==> src/rtl/hex_keypad_pkg.sv <==
// Shared keypad definitions: debouncer state encoding and the all-columns drive value.
package hex_keypad_pkg;

    localparam logic [1:0] ST_RELEASED    = 2'd0;
    localparam logic [1:0] ST_PRESS_CHK   = 2'd1;
    localparam logic [1:0] ST_PRESSED     = 2'd2;
    localparam logic [1:0] ST_RELEASE_CHK = 2'd3;

    typedef enum logic [1:0] {
        RELEASED    = ST_RELEASED,
        PRESS_CHK   = ST_PRESS_CHK,
        PRESSED     = ST_PRESSED,
        RELEASE_CHK = ST_RELEASE_CHK
    } state_t;

    // Column drive that energises every column, so any pressed key shows on Row.
    localparam logic [3:0] COL_ALL = 4'hF;

endpackage

==> src/rtl/hex_keypad_row_debouncer_sync_2ff.sv <==
// Generic two-flop synchroniser for asynchronous inputs, synchronously cleared.
module sync_2ff #(
    parameter int WIDTH = 1
) (
    input  logic             clock,
    input  logic             reset,
    input  logic [WIDTH-1:0] d,
    output logic [WIDTH-1:0] q
);

    logic [WIDTH-1:0] sync_p1;

    always_ff @(posedge clock) begin
        if (reset) begin
            sync_p1 <= '0;
            q       <= '0;
        end else begin
            sync_p1 <= d;
            q       <= sync_p1;
        end
    end

endmodule

==> src/rtl/hex_keypad_row_debouncer.sv <==
// Debounces the keypad Row lines and issues one S_Row strobe per accepted press.
module hex_keypad_row_debouncer
    import hex_keypad_pkg::*;
#(
    parameter int DEBOUNCE_CYCLES = 4,
    parameter int CNT_W           = 8
) (
    input  logic       clock,
    input  logic       reset,
    input  logic [3:0] Row_raw,
    input  logic [3:0] Col,
    output logic       S_Row,
    output logic       Pressed
);

    localparam logic [CNT_W-1:0] CNT_LAST = CNT_W'(DEBOUNCE_CYCLES - 1);
    localparam logic [CNT_W-1:0] CNT_ONE  = CNT_W'(1);

    logic [3:0] row_s;
    logic       col_all;
    logic       col_q2;
    logic       row_any;
    logic       qual;

    state_t           state, state_nxt;
    logic [CNT_W-1:0] cnt, cnt_nxt;
    logic             strobe_nxt;
    logic             pressed_nxt;

    assign col_all = (Col == COL_ALL);

    // Column qualifier runs through an identical pipe so it lines up with row_s.
    sync_2ff #(.WIDTH(4)) u_row_sync (
        .clock (clock),
        .reset (reset),
        .d     (Row_raw),
        .q     (row_s)
    );

    sync_2ff #(.WIDTH(1)) u_col_sync (
        .clock (clock),
        .reset (reset),
        .d     (col_all),
        .q     (col_q2)
    );

    assign row_any = |row_s;
    assign qual    = col_q2;

    always_ff @(posedge clock) begin
        if (reset) begin
            state   <= RELEASED;
            cnt     <= '0;
            S_Row   <= 1'b0;
            Pressed <= 1'b0;
        end else begin
            state   <= state_nxt;
            cnt     <= cnt_nxt;
            S_Row   <= strobe_nxt;
            Pressed <= pressed_nxt;
        end
    end

    always_comb begin
        state_nxt  = state;
        cnt_nxt    = cnt;
        strobe_nxt = 1'b0;
        unique case (state)
            RELEASED: begin
                if (qual && row_any) begin
                    state_nxt = PRESS_CHK;
                    cnt_nxt   = CNT_ONE;
                end else begin
                    cnt_nxt = '0;
                end
            end
            PRESS_CHK: begin
                if (qual) begin
                    if (!row_any) begin
                        state_nxt = RELEASED;
                        cnt_nxt   = '0;
                    end else if (cnt == CNT_LAST) begin
                        state_nxt  = PRESSED;
                        strobe_nxt = 1'b1;
                        cnt_nxt    = '0;
                    end else begin
                        cnt_nxt = cnt + CNT_ONE;
                    end
                end
            end
            PRESSED: begin
                if (qual && !row_any) begin
                    state_nxt = RELEASE_CHK;
                    cnt_nxt   = CNT_ONE;
                end
            end
            RELEASE_CHK: begin
                if (qual) begin
                    // A row seen again mid-release is still the same press: no strobe.
                    if (row_any) begin
                        state_nxt = PRESSED;
                        cnt_nxt   = '0;
                    end else if (cnt == CNT_LAST) begin
                        state_nxt = RELEASED;
                        cnt_nxt   = '0;
                    end else begin
                        cnt_nxt = cnt + CNT_ONE;
                    end
                end
            end
            default: begin
                state_nxt = RELEASED;
                cnt_nxt   = '0;
            end
        endcase
        pressed_nxt = (state_nxt == PRESSED) || (state_nxt == RELEASE_CHK);
    end

endmodule

==> config.mk <==
export PLATFORM = sky130hd
export DESIGN_NAME = hex_keypad_row_debouncer
export DESIGN_NICKNAME = d
export VERILOG_FILES = /design/src/rtl/hex_keypad_pkg.sv /design/src/rtl/hex_keypad_row_debouncer_sync_2ff.sv /design/src/rtl/hex_keypad_row_debouncer.sv
export SDC_FILE = /design/constraint.sdc
export NUM_CORES = 1
export LEC_CHECK = 0
export BUFFER_PORTS_ARGS = -buffer_cell sky130_fd_sc_hd__buf_2
export CORE_MARGIN = 2
export CORE_UTILIZATION = 49
export DETAILED_ROUTE_END_ITERATION = 8
export PLACE_DENSITY = 0.72
export SETUP_SLACK_MARGIN = 0.2
export SKIP_CTS_REPAIR_TIMING = 1
export SYNTH_ARGS = -nofsm -noshare
export SYNTH_HDL_FRONTEND = slang
export SYNTH_HIERARCHICAL = 1
export SYNTH_SLANG_ARGS = --single-unit
==> constraint.sdc <==
create_clock -name clock -period 1.4 [get_ports clock]
set_input_delay 0.14 -clock clock [delete_from_list [all_inputs] [get_ports clock]]
set_output_delay 0.14 -clock clock [all_outputs]
set_load 0.02 [all_outputs]
==> flow_summary.ini <==
[outcome]
status = finished with violations
violations = setup timing

[yosys]
synthMostInstantiatedCell = dfxtp_1
yosys.area_share.simple_pct = 31.5
synthCells = 104
synth_fp_nets = 115
synthFlopType = dfxtp_1
ys_ff_latch = 21
synth.distinct_cells = 37
synth_top_family_by_area = simple AND/OR/NAND/NOR gates
synth-compound-area-share_pct = 16.6
synthXorXnorAreaFrac_pct = 0.903
async_flop_share_pct = 0
yosysTopAreaCell = dfxtp_1
synth_area_um2 = 970
synthAdderAreaFrac_pct = 1.29
synth_enable_flop_cells = 0
ys_seq_area_share_pct = 43.4
avgSynthCellArea_um2 = 9.32
yosys_warnings = 6
synth_common_cells = dfxtp_1, nor2b_1, nand3_1, nand2_1, inv_1
ys_top_cells_by_area = dfxtp_1, nor2b_1, nand3_1, a2111oi_4, nand2_1
muxShareOfSynthArea_pct = 2.06
synth_top_area_share_pct = 43.4

[clock_network]
clock-sinks = 21
cts_tree = built
cts.clk_slew.worst_paths_ns = 0.13
cts_inserted_buffers = 3
cts_buffer_depth = 2
htreeDepth = 1
cts_root_buf = clkbuf_4
clk_latency_ns = 0.32

[place]
place_hpwl_um = 1430
placed_area_um2 = 1170
place_ws_ns = -0.0715
place.gp.congestion = 0.820
io_buffers = 11

[floorplan]
core_area_um2 = 1920
die-area_um2 = 2350
io_pins = 12
initial_core_util_pct = 50.5
die_y_um = 48.5
fp.dieW_um = 48.5
fp-row-count = 16

[pwr]
p_int_uw = 784
irDropWorstVdd_mv = 0.648
clkPwrFrac_pct = 29.6
p_sw_uw = 264
pwr-share-seq_pct = 58.4
power.leakage_nw = 0.484
switching_share_pct = 25.2
power_density_nw_per_um2 = 756
comb_power_share_pct = 12.0

[layout]
multi_input_area_um2 = 639
n_fill_cell = 149
fin_area_um2 = 1390
fin_util_pct = 72.1
diodes = 0
nets = 147
drive_above_1_share_pct = 44.4
seq_area_um2 = 434
area_growth_pct = 43.0

[critical_path]
critPathKind = reg2reg
critPathMaxFanout = 8
path_delay_family = compound AO/OA/AOI/OAI gates
cp_num_buf_inv = 0
cp_data_required_time_ns = 1.62
r2r_slack_ns = -0.05
path_depth = 4
crit_path_max_incr_delay_ns = 0.49
reg2reg_depth = 4
start_kind = flop
regToRegStartpoint = cnt[3]$_SDFFE_PP0P_
rr_endpoint = cnt[6]$_SDFFE_PP0P_
crit_arrival_ns = 1.67
path_cells = nor4_2, a21oi_4, a31oi_4, o22ai_1
crit_slowest_cell = nor4_2
cp-end-kind = flop

[min_path]
hold_depth = 2
whs_endpoint = u_row_sync/sync_p1[2]$_SDFF_PP0_
hp-class = in2reg
holdCritStartpoint = Row_raw[2]

[global_route]
grt_remaining_overflow = 0
grt.total_usage_pct = 17.8
grt_pass1_wl_um = 3300
grt_start_max_net_pins = 14
grt_antenna_before_repair = 0
grt_pass1_vias = 782

[routing]
drc = 0
dr.pass1.iters = 4
vias = 906
ant_nets = 0
drt_wl_total_um = 2390
via_per_inst = 5.59
drtIter0Drc = 25
routedWlPerCell_um = 14.7

[timing]
finalHoldViolCount = 0
fin_skew_ns = 0.0103
maxSlewViolCount = 0
final.min_clock_period_ns = 1.45
worstMarginPinSlew_ns = 0.468
setup_slack_ns = -0.0505
slew_headroom_pct = 68.6
finalSetupViolCount = 6
fin_crit_sh_pct = 104
rsz0062_at_grt = true
fmaxAchievable_mhz = 689

[job]
drv_cap = 0
-- through the flow --
step | setup TNS [ns] | power, mW | cells | hold WS (ns)
floorplan | 0 | 0.671 | 104 | 0.202
global placement | -0.127 | 0.705 | 151 | 0.351
detailed placement | -0.324 | 0.708 | 151 | 0.356
CTS | -0.533 | 1.00 | 155 | 0.0348
global route | -0.835 | 1.09 | 162 | 0.00804
finish | -0.178 | 1.05 | 162 | 0.0276
-- power groups by stage --
| stage | combinational, mW | sequential, mW | clock, mW |
|---|---|---|---|
| floorplan | 0.0425 | 0.628 | 0 |
| finish | 0.126 | 0.612 | 0.310 |
| detailed placement | 0.0787 | 0.629 | 0 |
| global placement | 0.0769 | 0.628 | 0 |
| CTS | 0.0792 | 0.616 | 0.307 |
| global route | 0.133 | 0.614 | 0.342 |
-- worst max path at each step --
stage | start | end | slack (ns)
2_1_floorplan | u_row_sync/q[2]$_SDFF_PP0_ | state[0]$_SDFF_PP0_ | 0.008
5_1_grt | cnt[0]$_SDFFE_PP0P_ | Pressed$_SDFF_PP0_ | -0.12
3_5_place_dp | cnt[0]$_SDFFE_PP0P_ | cnt[6]$_SDFFE_PP0P_ | -0.07
3_3_place_gp | cnt[0]$_SDFFE_PP0P_ | cnt[5]$_SDFFE_PP0P_ | -0.04
6_report | cnt[3]$_SDFFE_PP0P_ | cnt[6]$_SDFFE_PP0P_ | -0.05
4_1_cts | u_row_sync/q[2]$_SDFF_PP0_ | cnt[3]$_SDFFE_PP0P_ | -0.09
-- logic make-up after synthesis --
kind of cell               after synthesis
AOI/OAI and AO/OA                       19
xor gates and xnor gates                 1
DFF                                     21
muxes                                    2
and+or+nand+nor                         51
buffers and inverters                    9
adders and majority gates                1
-- metal layers --
metal,wire length (µm),global-route usage [%],vias up
li1,-,-,445
met1,1110,25.0,431
met2,1140,27.5,25
met3,91,2.78,5
met4,42,7.14,0
met5,0,0,-
-- layout by cell type, fill, tap and decap left out, drive strengths merged --
master   netlist  layout
a2111oi        1       1
nor3           4       4
nor4           4       4
xnor2          1       1
clkbuf         2       3
nor2b         10      10
nand3          9       9
a211o          1       1
o21ai          4       4
o211ai         1       1
and2           1       1
clkinv         0       1
nor3b          1       1
or2            1       1
a21oi          5       5
nand2          7       7
nand4b         3       3
and4           1       1
nor4b          1       1
nand4          1       1
and3           2       2
buf            1      30
o22ai          1       1
or3            1       1
a31oi          2       2
ha             1       1
inv            6       6
nor2           4       4
a32oi          1       1
a41oi          2       2
o32ai          1       1
nand3b         1       1
mux2i          2       2
dfxtp         21      21
-- layout make-up --
cell class	count	area share, %
clock buffers	3	1.62
clock inverters	1	0.361
inverters	6	1.62
multi-input cells	74	46.1
flip-flops and latches	21	31.3
well taps	27	2.44
repair buffers	30	16.5
-- registers in the layout, summed over array words and instances (netlist names) --
signal,count
u_row_sync/sync_p1,4
u_row_sync/q,4
u_col_sync/q,1
Pressed,1
cnt,8
state,1
u_col_sync/sync_p1,1
S_Row,1
No activity file was read; power rests on OpenSTA's default activity.
